`src/rtl/split_eval_seq_pkg.sv`:
```
// Shared types and constants for the split evaluation sequencer.
package split_pkg;

    typedef enum logic [1:0] {
        ST_IDLE    = 2'd0,
        ST_COLLECT = 2'd1,
        ST_FINISH  = 2'd2
    } state_e;

    localparam int PRED_TRUE     = 0;
    localparam int PRED_NONZERO  = 1;
    localparam int PRED_LE_LIMIT = 2;

    localparam int DEF_NUM_VARS = 150;
    localparam int DEF_VAR_W    = 16;

endpackage

```
`src/rtl/split_eval_seq_pred.sv`:
```
// Combinational width mask plus per-variable predicate for the split sequencer.
module split_pred
    import split_pkg::*;
#(
    parameter int              VAR_W = DEF_VAR_W,
    parameter int              MODE  = PRED_TRUE,
    parameter logic [VAR_W-1:0] LIMIT = '0
) (
    input  logic [VAR_W-1:0]           var_data,
    input  logic [$clog2(VAR_W+1)-1:0] var_width,
    output logic                       pass
);

    logic [VAR_W-1:0] mask;
    logic [VAR_W-1:0] masked;

    always_comb begin
        // A shift by VAR_W or more yields zero, so full width means no masking.
        mask   = ~({VAR_W{1'b1}} << var_width);
        masked = var_data & mask;
        if (MODE == PRED_NONZERO) begin
            pass = |masked;
        end else if (MODE == PRED_LE_LIMIT) begin
            pass = (masked <= LIMIT);
        end else begin
            pass = 1'b1;
        end
    end

endmodule

```
`src/rtl/split_eval_seq.sv`:
```
// Collects NUM_VARS variable words after a start request and reports the AND
// of a per-word predicate as the split result x, with a one-cycle done pulse.
module split_eval_seq
    import split_pkg::*;
#(
    parameter int               NUM_VARS = DEF_NUM_VARS,
    parameter int               VAR_W    = DEF_VAR_W,
    parameter int               MODE     = PRED_TRUE,
    parameter logic [VAR_W-1:0] LIMIT    = '0
) (
    input  logic                          clk,
    input  logic                          rst_n,
    input  logic                          start,
    input  logic                          var_valid,
    input  logic [VAR_W-1:0]              var_data,
    input  logic [$clog2(VAR_W+1)-1:0]    var_width,
    output logic                          var_ready,
    output logic                          busy,
    output logic                          done,
    output logic                          x,
    output logic [$clog2(NUM_VARS+1)-1:0] count
);

    localparam int              CNT_W = $clog2(NUM_VARS + 1);
    localparam logic [CNT_W-1:0] LAST = CNT_W'(NUM_VARS - 1);

    state_e             state_q, state_d;
    logic [CNT_W-1:0]   count_q, count_d;
    logic               acc_q, acc_d;
    logic               x_q, x_d;
    logic               done_q, done_d;
    logic               pass;

    split_pred #(
        .VAR_W (VAR_W),
        .MODE  (MODE),
        .LIMIT (LIMIT)
    ) u_pred (
        .var_data  (var_data),
        .var_width (var_width),
        .pass      (pass)
    );

    always_comb begin
        state_d = state_q;
        count_d = count_q;
        acc_d   = acc_q;
        x_d     = x_q;
        done_d  = 1'b0;
        case (state_q)
            ST_IDLE: begin
                if (start) begin
                    state_d = ST_COLLECT;
                    count_d = '0;
                    acc_d   = 1'b1;
                end
            end
            ST_COLLECT: begin
                if (var_valid) begin
                    acc_d   = acc_q & pass;
                    count_d = count_q + CNT_W'(1);
                    // Result and done are registered together so x is valid while done is high.
                    if (count_q == LAST) begin
                        state_d = ST_FINISH;
                        done_d  = 1'b1;
                        x_d     = acc_q & pass;
                    end
                end
            end
            ST_FINISH: begin
                state_d = ST_IDLE;
            end
            default: begin
                state_d = ST_IDLE;
            end
        endcase
    end

    always_ff @(posedge clk or negedge rst_n) begin
        if (!rst_n) begin
            state_q <= ST_IDLE;
            count_q <= '0;
            acc_q   <= 1'b1;
            x_q     <= 1'b1;
            done_q  <= 1'b0;
        end else begin
            state_q <= state_d;
            count_q <= count_d;
            acc_q   <= acc_d;
            x_q     <= x_d;
            done_q  <= done_d;
        end
    end

    assign var_ready = (state_q == ST_COLLECT);
    assign busy      = (state_q != ST_IDLE);
    assign done      = done_q;
    assign x         = x_q;
    assign count     = count_q;

endmodule

```
`config.mk`:
```
export PLATFORM = sky130hd
export DESIGN_NAME = split_eval_seq
export DESIGN_NICKNAME = d
export VERILOG_FILES = /design/src/rtl/split_eval_seq_pkg.sv /design/src/rtl/split_eval_seq_pred.sv /design/src/rtl/split_eval_seq.sv
export SDC_FILE = /design/constraint.sdc
export NUM_CORES = 1
export LEC_CHECK = 0
export CORE_UTILIZATION = 42
export CTS_BUF_LIST = sky130_fd_sc_hd__clkbuf_4 sky130_fd_sc_hd__clkbuf_8
export DETAILED_ROUTE_END_ITERATION = 10
export PLACE_DENSITY_LB_ADDON = 0.12
export SLEW_MARGIN = 0
export SYNTH_ARGS = -nofsm -noshare
export SYNTH_HDL_FRONTEND = slang
export SYNTH_HIERARCHICAL = 1
export SYNTH_SLANG_ARGS = --single-unit
```
`constraint.sdc`:
```
create_clock -name clk -period 3.5 [get_ports clk]
set_input_delay 0.7 -clock clk [delete_from_list [all_inputs] [get_ports clk]]
set_output_delay 0.7 -clock clk [all_outputs]
set_load 0.005 [all_outputs]
```
**Yosys cells after proc, flatten, opt, wreduce, memory -nomap -nowiden**

Index checks and enable logic that the tools add are counted.

- Flip-flop bits (word level): 11
- Bits in latches: 0
- Bits in writable memories: 0
- Memory bits (read-only): 0
- Bits of input ports: 25
- Output and inout bits: 12
- Logic and storage cells: 24
- Memories: 0

- $add $sub $neg: 1
- Multiply operators: 0
- Divide/modulo/power cells: 0
- Magnitude comparators: 0
- Equal/unequal tests: 5
- Shift operators: 0
- Mux-type cells: 10
- Bitwise gates (word level): 0
- Reductions and logical operators: 5

Operators with widths:

| cell | number |
|---|---|
| 8-bit two-way mux | 2 |
| 8-bit one-hot mux with 2 select lines | 1 |
| 8-bit by 1-bit adder with 8-bit output (second input constant) | 1 |
| 8-bit == test (second input constant) | 1 |
| 2-bit two-way mux | 3 |
| 3-bit AND reduction | 2 |
| 2-bit != test (second input constant) | 2 |
| 2-bit one-hot mux with 2 select lines | 1 |
| 2-bit nonzero test | 2 |
| 1-bit two-way mux | 3 |
| 2-bit by 1-bit == test with 1-bit output (second input constant) | 1 |
| 2-bit logical NOT | 1 |
| 2-bit by 1-bit != test with 1-bit output (second input constant) | 1 |

**Depth between registers and ports, before layout**

Gate-level depths: netlist of run 1.

- Word-level depth: 4
- Mapped depth: 5

**Hierarchy**

The synthesis of run 1 kept the hierarchy.

By module, submodules not included:

| module | instances | cells an instance | area each (um^2) | seq. area each (um^2) |
|---|---|---|---|---|
| split_eval_seq | 1 | 64 | 653.1 | 327.8 |
| split_pred | 1 | 2 | 11.3 | 0.0 |

**Least setup slack after synthesis of run 1**

No wires, ideal clock.

- Kind: input port to flip-flop
- From: input var_valid
- To: register count_q[6] (netlist: count[6])
- Setup time: 77 ps
- Data arrival time: 1,469 ps
- Required time: 3,423 ps
- Path slack: 1,954 ps
- Cell stages on the path: 3
- Path buffers: 0
- Cells stage by stage: mux2i_1 or4_1 a21oi_1

- Longest elaborated chain between the ends: 2

Ends and longest elaborated chain:

| item | line | source |
|---|---|---|
| start: declaration | split_eval_seq.sv:14 | `input logic var_valid,` |
| 2-bit != test (no line) | - |  |
| 3-bit AND reduction (no line) | - |  |
| end signal: assignment | split_eval_seq.sv:88 | `count_q <= count_d;` |
| end: declaration | split_eval_seq.sv:28 | `logic [CNT_W-1:0] count_q, count_d;` |

Every way passes these cells.
A chain may end at the register's enable or synchronous reset.

**Worst setup path after layout of run 1**

- From: register state_q[1]
- To: output busy

- Longest elaborated chain between the ends: 1

Ends and longest elaborated chain:

| item | line | source |
|---|---|---|
| start: declaration | split_eval_seq.sv:27 | `state_e state_q, state_d;` |
| start signal: assignment | split_eval_seq.sv:87 | `state_q <= state_d;` |
| 2-bit nonzero test | split_eval_seq.sv:96 | `assign busy = (state_q != ST_IDLE);` |
| end: declaration | split_eval_seq.sv:18 | `output logic busy,` |

Every way passes these cells.

==> results.md, run 1 <==
- Status: finished, final reports clean
- Hold Path Origin: x
- Antenna viol nets, final: 0
- Mapped Area: 664 um2
- Clk root buf: clkbuf_4
- Synth Register Bits: 13
- CTS sink cnt: 13
- Fin. max-slew vios: 0
- Slew headroom: 60.0%
- Hold_buf cts: 0
- Seq/Total Area, Yosys: 49.3%
- Final Setup Violations: 0
- Vias per cell: 5.62
- WHS Endpoint: x
- Cells after Synth: 66
- Fin area: 856 um2
- Routed WL per cell: 13.9 um
- # port buffers: 15
- Leak Pwr: 0.000358 uW
- Hold depth: 2
- Library cells used by synthesis: 26
- Reg2Reg Depth: 3
- Cell taking the most area after synthesis: dfrtp_1
- Setup Buffers After CTS: 0
- Diodes inserted: 0
- 1st-iter DRT viols: 13
- Hold crit path type: flip-flop to flip-flop
- Crit Path Max Fanout: 10
- Power Dens Cells: 526 nW/um2
- Worst Path Required: 2.80 ns
- Clk slew on worst S/H paths: 0.08 ns
- Setup TNS: 0 ns
- Initial antenna violation count: 0
- HPWL after DPL: 963 um
- Io pins: 37
- Power consumption: 450 uW
- RSZ-0062 raised after global routing: no
- Minimum clock period: 2.23 ns
- Syn_area_per_cell: 10.1 um2
- Overflow after GRT: 0
- Placed cell areas: 826 um2
- Total CTS buffers: 3
- Area growth from synthesis to layout: 28.8%
- Fillers: 120
- Row cnt: 13
- Largest net degree at the start of global routing: 14
- Top cell type's share of synthesized area: 41.4%
- Max-cap violation count: 0
- Crit path arrival time: 1.53 ns
- Period utilization: 63.8%
- Horiz. Die Dim: 41.8 um
- Die area: 1740 um2
- FF-to-FF Start: state_q[1]
- FMAX: 0.448 GHz
- CTS tree: done
- CP Launch Type: flip-flop
- DR DRC count: 0
- Vias: 556
- Starting Density: 48.1%
- Share of cells above drive strength 1: 10.7%
- All-Layer GR Usage: 17.2%
- Top post-synthesis cells by area: dfrtp_1 41%, dfstp_2 7.9%, mux2i_1 6.0%
- Final Hold Violating Endpoints: 0
- Reg2Reg Setup Slack: 1.98 ns
- CTS max path bufs: 2
- Reg-to-Reg End: x
- Post-synth net total: 93
- Global placement routability congestion: 0.734
- Die H: 41.8 um
- Slew @ Worst Pin: 0.598 ns
- Drt pass-1 iters: 4
- Final setup skew: 0.00105 ns
- First-pass GRT wire length: 2290 um
- Critical Path End Type: output port
- Final net count: 112
- Cts repair resizes: 0
- Kind of critical path: flip-flop to output port
- Vias in the first global route: 521
- Clk Latency, worst-skew pair: 0.27 ns
- YS warnings: 6
- CTS H-Tree Depth: 1
- Worst vdd ir: 0.410 mV
- Core Box Area: 1380 um2
- Detailed Route WL: 1380 um
## how the worst max path moves through the flow
stage | startpoint | to | slack, ns
2_1_floorplan | var_valid | count[6] | 1.95
3_3_place_gp | var_valid | count[6] | 1.29
3_5_place_dp | var_valid | count[6] | 1.30
4_1_cts | state_q[1] | busy | 1.27
5_1_grt | state_q[1] | busy | 1.22
6_report | state_q[1] | busy | 1.27
## cells in the mapped netlist (all sizes together)
master,number
a21oi,3
buf,1
conb,1
dfrtp,11
dfstp,2
ha,2
inv,4
mux2i,4
nand2,7
nand2b,3
nand3,1
nand3b,1
nand4,1
nand4b,3
nor2,2
nor2b,1
nor4,4
o21ai,7
o31ai,1
o41ai,1
or2,1
or3,2
or3b,1
or4,1
xor2,1
## per-stage QoR
step	cells	hold WS (ns)	worst slack [ns]	util (%)
after floorplan	66	0.404	1.95	-
after global placement	95	0.453	1.29	59.7
after detailed placement	95	0.459	1.30	59.7
after CTS	99	0.471	1.27	61.9
after global routing	99	0.501	1.22	61.9
final	99	0.468	1.27	61.9
## state kept, by name, indices dropped and copies added, names as in the netlist
name     cells
x            1
done         1
count        8
state_q      2
acc_q        1
## power by group
part	internal [uW]	switching, uW
Clock	51.8	47.8
Combinational	75.7	52.5
Sequential	181	41.0
Total	309	141
## final cells by class
class	count	area, um2	area share [%]
timing repair buffer	15	150	17.5
tap	15	18.8	2.19
multi-input combinational	48	314	36.7
clock buffer	4	30.0	3.51
sequential	13	328	38.3
inverter	4	15.0	1.75
## logic make-up (layout without fill, tap and decap cells)
| logic type | Yosys count | after routing | share of synthesized area (%) |
|---|---|---|---|
| other cells | 1 | 1 | 0.564 |
| fa+ha+maj | 2 | 2 | 3.77 |
| mux | 4 | 4 | 6.03 |
| buf+inv | 5 | 23 | 3.39 |
| compound gates | 12 | 12 | 9.98 |
| simple gates | 28 | 28 | 25.6 |
| xor+xnor | 1 | 1 | 1.32 |
| flops | 13 | 13 | 49.3 |
## critical path, cell delays in order, from the launching register on
cell and delay, ns:
dfrtp_1 0.49, or2_2 0.33, clkdlybuf4s50_1 0.45
## cell usage in the layout (no fill, tap or decap)
cell type	n
a21oi_1	3
clkbuf_4	4
clkdlybuf4s50_1	15
conb_1	1
dfrtp_1	11
dfstp_2	2
ha_1	2
inv_1	4
mux2i_1	4
nand2_1	7
nand2b_1	3
nand3_1	1
nand3b_1	1
nand4_1	1
nand4b_1	3
nor2_1	2
nor2b_1	1
nor4_1	3
nor4_2	1
o21ai_0	7
o31ai_1	1
o41ai_1	1
or2_2	1
or3_1	2
or3b_2	1
or4_1	1
xor2_1	1
## routing by layer
metal / global-route usage, % / vias up / share of wire (%) / wire, um
li1: - / 275 / - / -
met1: 23.3 / 266 / 49 / 677
met2: 27.2 / 13 / 46 / 637
met3: 2.61 / 2 / 4.2 / 58
met4: 7.74 / 0 / 0.36 / 5
met5: 0 / - / 0 / 0
Power figures use the tool's default switching activity.
==> run 2: changes to the inputs <==
--- a/config.mk
+++ b/config.mk
@@ -5,7 +5,8 @@
 export SDC_FILE = /design/constraint.sdc
 export NUM_CORES = 1
 export LEC_CHECK = 0
-export CORE_UTILIZATION = 42
+export CORE_ASPECT_RATIO = 1.25
+export CORE_UTILIZATION = 39
 export CTS_BUF_LIST = sky130_fd_sc_hd__clkbuf_4 sky130_fd_sc_hd__clkbuf_8
 export DETAILED_ROUTE_END_ITERATION = 10
 export PLACE_DENSITY_LB_ADDON = 0.12
==> constraint.sdc (replaced) <==
create_clock -name clk -period 2.3 [get_ports clk]
set_input_delay 0.46 -clock clk [delete_from_list [all_inputs] [get_ports clk]]
set_output_delay 0.46 -clock clk [all_outputs]
set_load 0.005 [all_outputs]
==> run 2 against run 1 <==
  * Combinational power increased by 51%
  * Cell count is 3.0% higher
  * Flip-flop and latch count is the same
  * Global-route usage down 0.74 points
  * First-iteration DRC count is 23% higher
  * Clock power increased by 48%
  * Non-clock buffer count unchanged
==> results.md, run 2 (same netlist as run 1, synthesis figures left out) <==
- Status: finished, final reports clean
- Worst vdd ir: 0.352 mV (-14%)
- Largest stage delay, worst path: 0.47 ns (-0.02 ns)
- Placed cell areas: 830 um2 (+0.45%)
- CP Launch Type: flip-flop
- DR DRC count: 0 (unchanged)
- Core Box Area: 1580 um2 (+14%)
- Area growth from synthesis to layout: 29.4%
- Max-cap violation count: 0 (unchanged)
- Antenna viol nets, final: 0 (unchanged)
- CTS max path bufs: 2 (unchanged)
- Vias per cell: 5.24 (-6.8%)
- Crit Path Max Fanout: 10 (unchanged)
- Io pins: 37 (unchanged)
- Period utilization: 85.0%
- Setup Buffers After CTS: 0 (unchanged)
- Overflow after GRT: 0 (unchanged)
- Leak Pwr: 0.000358 uW (unchanged)
- Buf+Inv Stages, Crit Path: 1 (unchanged)
- Clk slew on worst S/H paths: 0.08 ns (about the same)
- Hold Path Origin: x
- Switching portion of total power: 30.7% (-0.72 points)
- Horiz. Die Dim: 38.9 um (-6.8%)
- First-pass GRT wire length: 2130 um (-6.9%)
- Placed Cells: 98 (+3.2%)
- Sequential power share: 49.7% (+0.3 points)
- Fin area: 860 um2 (+0.44%)
- Clk Latency, worst-skew pair: 0.26 ns (about the same)
- Row cnt: 16 (+3)
- Hold depth: 2 (unchanged)
- Cts repair resizes: 0 (unchanged)
- Fin. max-slew vios: 0 (unchanged)
- Reg2Reg Depth: 3 (unchanged)
- HPWL after DPL: 962 um (-0.16%)
- RSZ-0062 raised after global routing: no
- Vias: 534 (-4.0%)
- Largest net degree at the start of global routing: 14 (unchanged)
- Initial antenna violation count: 0 (unchanged)
- FF-to-FF Start: state_q[1]
- CP top delay family: flip-flops
- Final WS setup: 0.345 ns (-0.922 ns)
- Share of cells above drive strength 1: 10.7% (unchanged)
- Total CTS buffers: 3 (unchanged)
- CTS tree: done
- Clk pwr share: 21.8% (-0.3 points)
- Gate power share: 28.5% (about the same)
- Diodes inserted: 0 (unchanged)
- Kind of critical path: flip-flop to output port
- Hold_buf cts: 0 (unchanged)
- Commonest non-fill, non-tap cell in the layout: clkdlybuf4s50_1
- CTS H-Tree Depth: 1 (unchanged)
- Clk root buf: clkbuf_4
- Pre-CTS WS: 0.310 ns (-0.988 ns)
- Net Switching: 208 uW (+47%)
- Die H: 48.1 um (+15%)
- Final Hold Violating Endpoints: 0 (unchanged)
- Crit path arrival time: 1.50 ns (-0.03 ns)
- Drt pass-1 iters: 4 (unchanged)
- Worst Path Required: 1.84 ns (-0.96 ns)
- Minimum clock period: 1.96 ns
- Reg-to-Reg End: x
- WHS Endpoint: x
- Hold crit path type: flip-flop to flip-flop
- Detailed Route WL: 1280 um (-7.5%)
- Slew headroom: 60.9% (+0.88 points)
- Critical Path End Type: output port
- Slowest CP cell: dfrtp_1
- Starting Density: 42.0% (-6.0 points)
- Global placement routability congestion: 0.745 (+1.5%)
- 1st-iter DRT viols: 16 (+3)
- Die area: 1870 um2 (+7.4%)
- Routed WL per cell: 12.5 um (-10%)
- Finished Core Util: 54.4% (-7.5 points)
- Finished Layout Cells: 102 (+3.0%)
- Vias in the first global route: 478 (-8.3%)
- Reg2Reg Setup Slack: 0.79 ns (-1.19 ns)
- Final setup skew: 0.00134 ns (+0.000295 ns)
- Most frequent cells in the layout: 15 x clkdlybuf4s50_1, 11 x dfrtp_1, 7 x o21ai_0, 7 x nand2_1
- Cell internal pwr: 470 uW (+52%)
- # port buffers: 15 (unchanged)
- FMAX: 0.512 GHz
- Final Setup Violations: 0 (unchanged)
- CTS sink cnt: 13 (unchanged)
- All-Layer GR Usage: 16.5% (-0.74 points)
- Final net count: 112 (unchanged)
- Slew @ Worst Pin: 0.585 ns (-0.0131 ns)
- Crit path cell chain: or2_2 -> clkdlybuf4s50_1
- Largest register FFs: 8 (unchanged)
- Setup TNS: 0 ns (unchanged)
- Power Dens Cells: 789 nW/um2 (+50%)
-- run 2: final cells by class --
| type | count | area [um2] |
|---|---|---|
| well taps | 18 | 22.5 |
| multi-input cells | 48 | 314 |
| clock buffers | 4 | 30.0 |
| flip-flops and latches | 13 | 328 |
| fillers | 143 | 722 |
| inverters | 4 | 15.0 |
| repair buffers | 15 | 150 |
-- run 2: routing by layer --
layer / routed length (um) / global-route usage (%)
met5: 0 / 0
met4: 8 / 6.21
met3: 45 / 2.74
met2: 624 / 24.3
met1: 596 / 24.3
-- run 2: worst register-to-register path, delay by kind of cell, from the launching register on --
kind          cells  cell delay, ns
flops             1            0.47
mux               1            0.23
simple gates      2            0.73
-- run 2: worst max-delay path by stage --
stage | startpoint | endpoint | slack (ns) | cells past startpoint
after CTS | state_q[1] | busy | 0.34 | 2
after global routing | state_q[1] | busy | 0.27 | 2
after detailed placement | var_valid | count[6] | 0.31 | 4
after floorplan | count[0] | count[6] | 0.98 | 4
final | state_q[1] | busy | 0.34 | 2
after global placement | var_valid | count[6] | 0.35 | 4
-- run 2: per-stage QoR --
step | total power [uW] | hold WS, ns
6_report | 678 | 0.468
5_1_grt | 740 | 0.495
3_3_place_gp | 533 | 0.457
3_5_place_dp | 539 | 0.463
2_1_floorplan | 418 | 0.164
4_1_cts | 691 | 0.474
-- run 2: power by group through the flow --
stage	logic [uW]	clock network (uW)	registers (uW)
floorplan	85.1	0	333
global placement	193	0	340
detailed placement	197	0	342
CTS	198	156	338
global route	226	166	348
finish	193	147	337
==> run 3: changes to the inputs <==
--- a/config.mk
+++ b/config.mk
@@ -8,6 +8,7 @@
 export CORE_ASPECT_RATIO = 1.25
 export CORE_UTILIZATION = 39
 export CTS_BUF_LIST = sky130_fd_sc_hd__clkbuf_4 sky130_fd_sc_hd__clkbuf_8
+export CTS_CLUSTER_SIZE = 25
 export DETAILED_ROUTE_END_ITERATION = 10
 export PLACE_DENSITY_LB_ADDON = 0.12
 export SLEW_MARGIN = 0
==> results of run 3 <==
No change in the layout: final DEF, timing and power equal those of run 2.
